<file path="config.mk">
export PLATFORM = sky130hd
export DESIGN_NAME = accumulator_source
export DESIGN_NICKNAME = d
export VERILOG_FILES = /design/src/rtl/accumulator_source.sv
export SDC_FILE = /design/constraint.sdc
export NUM_CORES = 1
export LEC_CHECK = 0
export ABC_AREA = 1
export CAP_MARGIN = 20
export CELL_PAD_IN_SITES_DETAIL_PLACEMENT = 2
export CELL_PAD_IN_SITES_GLOBAL_PLACEMENT = 2
export CORE_MARGIN = 8
export CORE_UTILIZATION = 30
export CTS_CLUSTER_DIAMETER = 30
export DETAILED_ROUTE_END_ITERATION = 8
export PLACE_DENSITY_LB_ADDON = 0.25
export SYNTH_ARGS = -nofsm -noshare
export SYNTH_HDL_FRONTEND = slang
export SYNTH_SLANG_ARGS = --single-unit
export TNS_END_PERCENT = 100
</file>
<file path="constraint.sdc">
create_clock -name clk -period 2.84 [get_ports clk]
set_clock_uncertainty 0.05 [all_clocks]
set_input_delay 0.568 -clock clk [delete_from_list [all_inputs] [get_ports clk]]
set_output_delay 0.568 -clock clk [all_outputs]
set_load 0.1 [all_outputs]
</file>
<file path="src/rtl/accumulator_source.sv">
// Burst operand source and result checker for the accumulator core.
// Optional result watchdog is enabled by defining ACCUMULATOR_SOURCE_TIMEOUT_EN.
module accumulator_source #(
  parameter int DATA_WIDTH     = 32,
  parameter int COUNT_WIDTH    = 16,
  parameter int TIMEOUT_CYCLES = 1024
) (
  input  logic                   clk,
  input  logic                   rst_n,
  input  logic                   start,
  input  logic [DATA_WIDTH-1:0]  cfg_base,
  input  logic [DATA_WIDTH-1:0]  cfg_step,
  input  logic [COUNT_WIDTH-1:0] cfg_count,
  output logic                   busy,
  output logic                   done,
  output logic                   pass,
  output logic                   timeout,
  output logic [DATA_WIDTH-1:0]  result,
  output logic                   tx_valid,
  output logic [DATA_WIDTH-1:0]  tx_data,
  input  logic                   tx_ready,
  input  logic                   rx_valid,
  input  logic [DATA_WIDTH-1:0]  rx_data,
  output logic                   rx_ready,
  output logic [1:0]             dbg_state
);

  // Valid/ready: a word transfers on any rising edge where valid and ready are
  // both high; the sender holds valid high and data stable until that edge.

  typedef enum logic [1:0] {
    IDLE    = 2'd0,
    SEND    = 2'd1,
    COLLECT = 2'd2,
    REPORT  = 2'd3
  } state_e;

  state_e                 state_q, state_d;
  logic                   busy_q, busy_d;
  logic                   done_q, done_d;
  logic                   pass_q, pass_d;
  logic [DATA_WIDTH-1:0]  result_q, result_d;
  logic                   tx_valid_q, tx_valid_d;
  logic [DATA_WIDTH-1:0]  tx_data_q, tx_data_d;
  logic                   rx_ready_q, rx_ready_d;
  logic [DATA_WIDTH-1:0]  step_q, step_d;
  logic [COUNT_WIDTH-1:0] remaining_q, remaining_d;
  logic [DATA_WIDTH-1:0]  model_q, model_d;

`ifdef ACCUMULATOR_SOURCE_TIMEOUT_EN
  localparam int TW = $clog2(TIMEOUT_CYCLES + 1);
  logic          timeout_q, timeout_d;
  logic [TW-1:0] timer_q, timer_d;
`endif

  always_comb begin
    state_d     = state_q;
    busy_d      = busy_q;
    done_d      = 1'b0;
    pass_d      = pass_q;
    result_d    = result_q;
    tx_valid_d  = tx_valid_q;
    tx_data_d   = tx_data_q;
    rx_ready_d  = rx_ready_q;
    step_d      = step_q;
    remaining_d = remaining_q;
    model_d     = model_q;
`ifdef ACCUMULATOR_SOURCE_TIMEOUT_EN
    timeout_d   = timeout_q;
    timer_d     = timer_q;
`endif
    case (state_q)
      IDLE: begin
        if (start) begin
          busy_d = 1'b1;
          step_d = cfg_step;
`ifdef ACCUMULATOR_SOURCE_TIMEOUT_EN
          timer_d = '0;
`endif
          if (cfg_count != '0) begin
            state_d     = SEND;
            tx_valid_d  = 1'b1;
            tx_data_d   = cfg_base;
            remaining_d = cfg_count;
          end else begin
            state_d    = COLLECT;
            rx_ready_d = 1'b1;
          end
        end
      end
      SEND: begin
        if (tx_valid_q && tx_ready) begin
          model_d     = model_q + tx_data_q;
          tx_data_d   = tx_data_q + step_q;
          remaining_d = remaining_q - 1'b1;
          if (remaining_q == COUNT_WIDTH'(1)) begin
            state_d    = COLLECT;
            tx_valid_d = 1'b0;
            rx_ready_d = 1'b1;
          end
        end
      end
      COLLECT: begin
        if (rx_valid && rx_ready_q) begin
          state_d    = REPORT;
          result_d   = rx_data;
          pass_d     = (rx_data == model_q);
          rx_ready_d = 1'b0;
          busy_d     = 1'b0;
          done_d     = 1'b1;
`ifdef ACCUMULATOR_SOURCE_TIMEOUT_EN
          timeout_d  = 1'b0;
        end else if (timer_q == TW'(TIMEOUT_CYCLES - 1)) begin
          // Watchdog expiry keeps the last result and the model as they are.
          state_d    = REPORT;
          timeout_d  = 1'b1;
          pass_d     = 1'b0;
          rx_ready_d = 1'b0;
          busy_d     = 1'b0;
          done_d     = 1'b1;
        end else begin
          timer_d    = timer_q + 1'b1;
`endif
        end
      end
      REPORT: begin
        state_d = IDLE;
      end
      default: begin
        state_d = IDLE;
      end
    endcase
  end

  always_ff @(posedge clk or negedge rst_n) begin
    if (!rst_n) begin
      state_q     <= IDLE;
      busy_q      <= 1'b0;
      done_q      <= 1'b0;
      pass_q      <= 1'b0;
      result_q    <= '0;
      tx_valid_q  <= 1'b0;
      tx_data_q   <= '0;
      rx_ready_q  <= 1'b0;
      step_q      <= '0;
      remaining_q <= '0;
      model_q     <= '0;
    end else begin
      state_q     <= state_d;
      busy_q      <= busy_d;
      done_q      <= done_d;
      pass_q      <= pass_d;
      result_q    <= result_d;
      tx_valid_q  <= tx_valid_d;
      tx_data_q   <= tx_data_d;
      rx_ready_q  <= rx_ready_d;
      step_q      <= step_d;
      remaining_q <= remaining_d;
      model_q     <= model_d;
    end
  end

`ifdef ACCUMULATOR_SOURCE_TIMEOUT_EN
  always_ff @(posedge clk or negedge rst_n) begin
    if (!rst_n) begin
      timeout_q <= 1'b0;
      timer_q   <= '0;
    end else begin
      timeout_q <= timeout_d;
      timer_q   <= timer_d;
    end
  end

  assign timeout = timeout_q;
`else
  assign timeout = 1'b0;
`endif

  assign busy      = busy_q;
  assign done      = done_q;
  assign pass      = pass_q;
  assign result    = result_q;
  assign tx_valid  = tx_valid_q;
  assign tx_data   = tx_data_q;
  assign rx_ready  = rx_ready_q;
  assign dbg_state = state_q;

endmodule

</file>
==> qor.txt <==
================================================================================
Status                                                              finished, final reports clean
Via count of the first global-routing pass                                 13390
Worst rel slew slack                                                      53.73%
Largest stage delay, worst path                                          0.46 ns
Die width                                                               212.1 µm
Routed wl met3                                                           1466 µm
Number of setup buffers added after CTS                                        0
FP Rows                                                                       72
Critical Path, Cell by Cell                                         ha_1, fa_1, nand3_1, nand3_2, nand2_1, nand2_1, nand2_1, nand2_1, nand2_1, nand2_1, nand2_1, nand3_1, nand2_1, nand2_1
Clock insertion delay at the later pin of the skew report                0.45 ns
Max layer used                                                              met4
Longest Clk Path Bufs                                                          2
Req. time, crit path                                                     3.13 ns
Root Buffer                                                         sky130_fd_sc_hd__clkbuf_16
Routed length per placed instance                                       19.29 µm
Critical path class                                                   reg -> reg
Synth Cell Area                                                        11530 µm²
Height of the die                                                       212.1 µm
Setup repair after global routing missed its margin                        false
Detailed placer's ending HPWL                                           39020 µm
TritonCTS clock tree                                                       built
Worst Setup Start Kind                                                 flip-flop
Standard cell core area                                                38290 µm²
Fin nets                                                                    2090
Routed length on met1                                                   21150 µm
Sum of routed wire length over all layers                               47020 µm
Wire length of the first global-routing pass                            73640 µm
Final sum of negative setup slack                                           0 ns
Initial core utilization                                                  30.12%
Number of different library cells in the post-synthesis netlist               47
Synthesized netlist cell count                                              1714
Layout Area Growth over Synthesis                                         25.32%
Grt total ovfl                                                                 0
Number of nets produced by synthesis                                        1902
CP endpoint kind                                                       flip-flop
FFs w/ async S/R, synth                                                   100.0%
Worst Reg2Reg Path Length in Cells                                            14
DRT iter0 DRCs                                                               426
Number of failing setup endpoints in the final timing report                   0
Antenna-violating nets left                                                    0
Mean cell area of the mapped netlist                                   6.729 µm²
Fraction of final layout cells with drive strength greater than 1         10.08%
Fin. Hold Viols                                                                0
Count of hold buffers inserted by post-cts repair                              0
Drt pass-1 iters                                                               5
Hold Worst Slack                                                      0.05622 ns
Tightest Pin Transition                                                0.6940 ns
Number of pins with negative max-slew slack in the final report                0
Maximum clock rate                                                     393.9 MHz
Number of antenna violations at the first check in global routing              4
Post-cts repair resize count                                                   0
Num Clock Sinks                                                              151
Routed wl met2                                                          23230 µm
Clock transition at the registers of the reported paths                  0.07 ns
Max_cap viols                                                                  0
Total CTS buffers                                                             17
Maximum fanout along the worst path                                            5
Cell repeated most along the worst path                             sky130_fd_sc_hd__nand2_1
Average via count per standard cell                                        4.907
Primary flip-flop cell chosen by synthesis mapping                  sky130_fd_sc_hd__dfrtp_1
Ratio of final minimum period to clock period                             89.40%
Sequential cell area fraction in the yosys report                         32.76%
Warning count from the yosys run                                               0
Finished layout cell area                                              14450 µm²
WP data arrival                                                          2.83 ns
# fillers                                                                   4634
Critical path's slowest cell                                        sky130_fd_sc_hd__fa_1
Pin count of the biggest net entering global routing                          62
Gpl congestion                                                            0.8908
Number of flip-flops and latches in the synthesized netlist                  151
Number of synthesized flops with an enable pin                                 0
Total die area                                                         44980 µm²
Input/output buffers                                                         187
Total number of vias                                                       11960
H-tree Lvls                                                                    4
Worst hold path type                                                 in -> async
Top-Level Pins                                                               189
GRT Resource Usage Total                                                  21.09%
Min cycle time layout                                                   2.539 ns
Placed cell area                                                       13860 µm²
Detailed-route DRC error count                                                 0
================================================================================
[Yosys cell counts (6+ instances only)]
| cell | number | share of area [%] |
|---|---|---|
| sky130_fd_sc_hd__nor2_1 | 155 | 5.0 |
| sky130_fd_sc_hd__o21ai_0 | 60 | 2.6 |
| sky130_fd_sc_hd__o211ai_2 | 8 | 0.87 |
| sky130_fd_sc_hd__xnor2_1 | 32 | 2.4 |
| sky130_fd_sc_hd__nand4_1 | 16 | 0.87 |
| sky130_fd_sc_hd__o21ai_1 | 22 | 0.95 |
| sky130_fd_sc_hd__clkbuf_1 | 8 | 0.26 |
| sky130_fd_sc_hd__ha_1 | 69 | 7.5 |
| sky130_fd_sc_hd__nor2_2 | 6 | 0.33 |
| sky130_fd_sc_hd__nand3_1 | 100 | 4.3 |
| sky130_fd_sc_hd__dfrtp_1 | 151 | 33 |
| sky130_fd_sc_hd__nor3_1 | 15 | 0.65 |
| sky130_fd_sc_hd__xor2_1 | 22 | 1.7 |
| sky130_fd_sc_hd__mux2_2 | 32 | 3.1 |
| sky130_fd_sc_hd__inv_1 | 231 | 7.5 |
| sky130_fd_sc_hd__buf_2 | 20 | 0.87 |
| sky130_fd_sc_hd__o211ai_1 | 7 | 0.46 |
| sky130_fd_sc_hd__nand2_1 | 631 | 21 |
| sky130_fd_sc_hd__a21oi_1 | 65 | 2.8 |
[layer usage]
| layer | vias to the layer above | GRT usage [%] |
|---|---|---|
| li1 | 5782 | - |
| met1 | 5932 | 25.99 |
| met2 | 190 | 37.12 |
| met3 | 55 | 2.889 |
| met4 | 0 | 7.668 |
| met5 | - | 0 |
[stage by stage]
stage	cells	utilization [%]	setup WS [ns]
CTS	2433	37.73	0.3171
finish	2437	37.75	0.3011
global placement	2401	36.20	0.4230
detailed placement	2401	36.20	0.3746
global route	2437	37.75	0.1708
floorplan	1714	-	0.3108
[placed cells by master, fill, tap and decap left out, types with 3 or more instances in the layout]
cell type	n
sky130_fd_sc_hd__a21oi_1	65
sky130_fd_sc_hd__clkinv_2	5
sky130_fd_sc_hd__nand3b_1	3
sky130_fd_sc_hd__or2_2	5
sky130_fd_sc_hd__o31ai_1	3
sky130_fd_sc_hd__nand2_2	5
sky130_fd_sc_hd__inv_1	231
sky130_fd_sc_hd__o21bai_1	5
sky130_fd_sc_hd__o21a_1	4
sky130_fd_sc_hd__o21ai_1	22
sky130_fd_sc_hd__ha_1	68
sky130_fd_sc_hd__xor2_1	22
sky130_fd_sc_hd__o211ai_1	7
sky130_fd_sc_hd__xnor2_1	32
sky130_fd_sc_hd__buf_12	3
sky130_fd_sc_hd__o211ai_2	8
sky130_fd_sc_hd__nand4_1	16
sky130_fd_sc_hd__nand3_1	100
sky130_fd_sc_hd__clkdlybuf4s50_1	115
sky130_fd_sc_hd__nor2_2	6
sky130_fd_sc_hd__inv_2	4
sky130_fd_sc_hd__o21ai_0	60
sky130_fd_sc_hd__nand2_1	631
sky130_fd_sc_hd__buf_4	87
sky130_fd_sc_hd__clkbuf_16	17
sky130_fd_sc_hd__nor2_1	155
sky130_fd_sc_hd__dfrtp_1	151
sky130_fd_sc_hd__diode_2	4
sky130_fd_sc_hd__nor3_1	15
sky130_fd_sc_hd__mux2_2	32
[path summary, 6_finish.rpt]
kind | slack (ns) | from | endpoint
max in group asynchronous | 1.90 | rst_n | result[19]
min reg2reg | 0.43 | result[0] | result[0]
max reg2reg | 0.30 | tx_data[0] | tx_data[22]
min | 0.06 | rst_n | result[0]
max | 0.30 | tx_data[0] | tx_data[22]
min in group clk | 0.43 | result[0] | result[0]
[state kept, by name (all words and copies together) (netlist names)]
signal       flops
busy             1
dbg_state        2
done             1
model_q         32
pass             1
remaining_q     16
result          32
rx_ready         1
step_q          32
tx_data         32
tx_valid         1
[kinds of logic (layout without fill, tap and decap cells)]
group	Yosys count	count (layout)	synth area share [%]
adders and majority gates	71	71	7.833
and+or+nand+nor	951	951	33.69
muxes	32	32	3.124
AOI/OAI and AO/OA	182	182	9.026
other	1	5	0.03251
DFF	151	151	32.76
buffers and inverters	272	473	9.427
xor gates and xnor gates	54	54	4.101
[worst max-delay path: cells and delay by family, from the launching register on]
family,cells,cell delay [ns]
adders and majority gates,2,0.79
and+or+nand+nor,12,1.17
DFF,1,0.43
[cell type report]
| cell class | instances | area [µm²] | area share, % |
|---|---|---|---|
| antenna | 4 | 10.01 | 0.06925 |
| clock buffer | 20 | 456.7 | 3.160 |
| clock inverter | 12 | 126.4 | 0.8743 |
| inverter | 235 | 882.1 | 6.103 |
| multi-input combinational | 1291 | 6676 | 46.19 |
| sequential | 151 | 3779 | 26.14 |
| tap | 518 | 648.1 | 4.484 |
| timing repair buffer | 206 | 1876 | 12.98 |
Power is not shown: default switching activity piles up to over one toggle a cycle in this logic, so the estimate is an artifact.
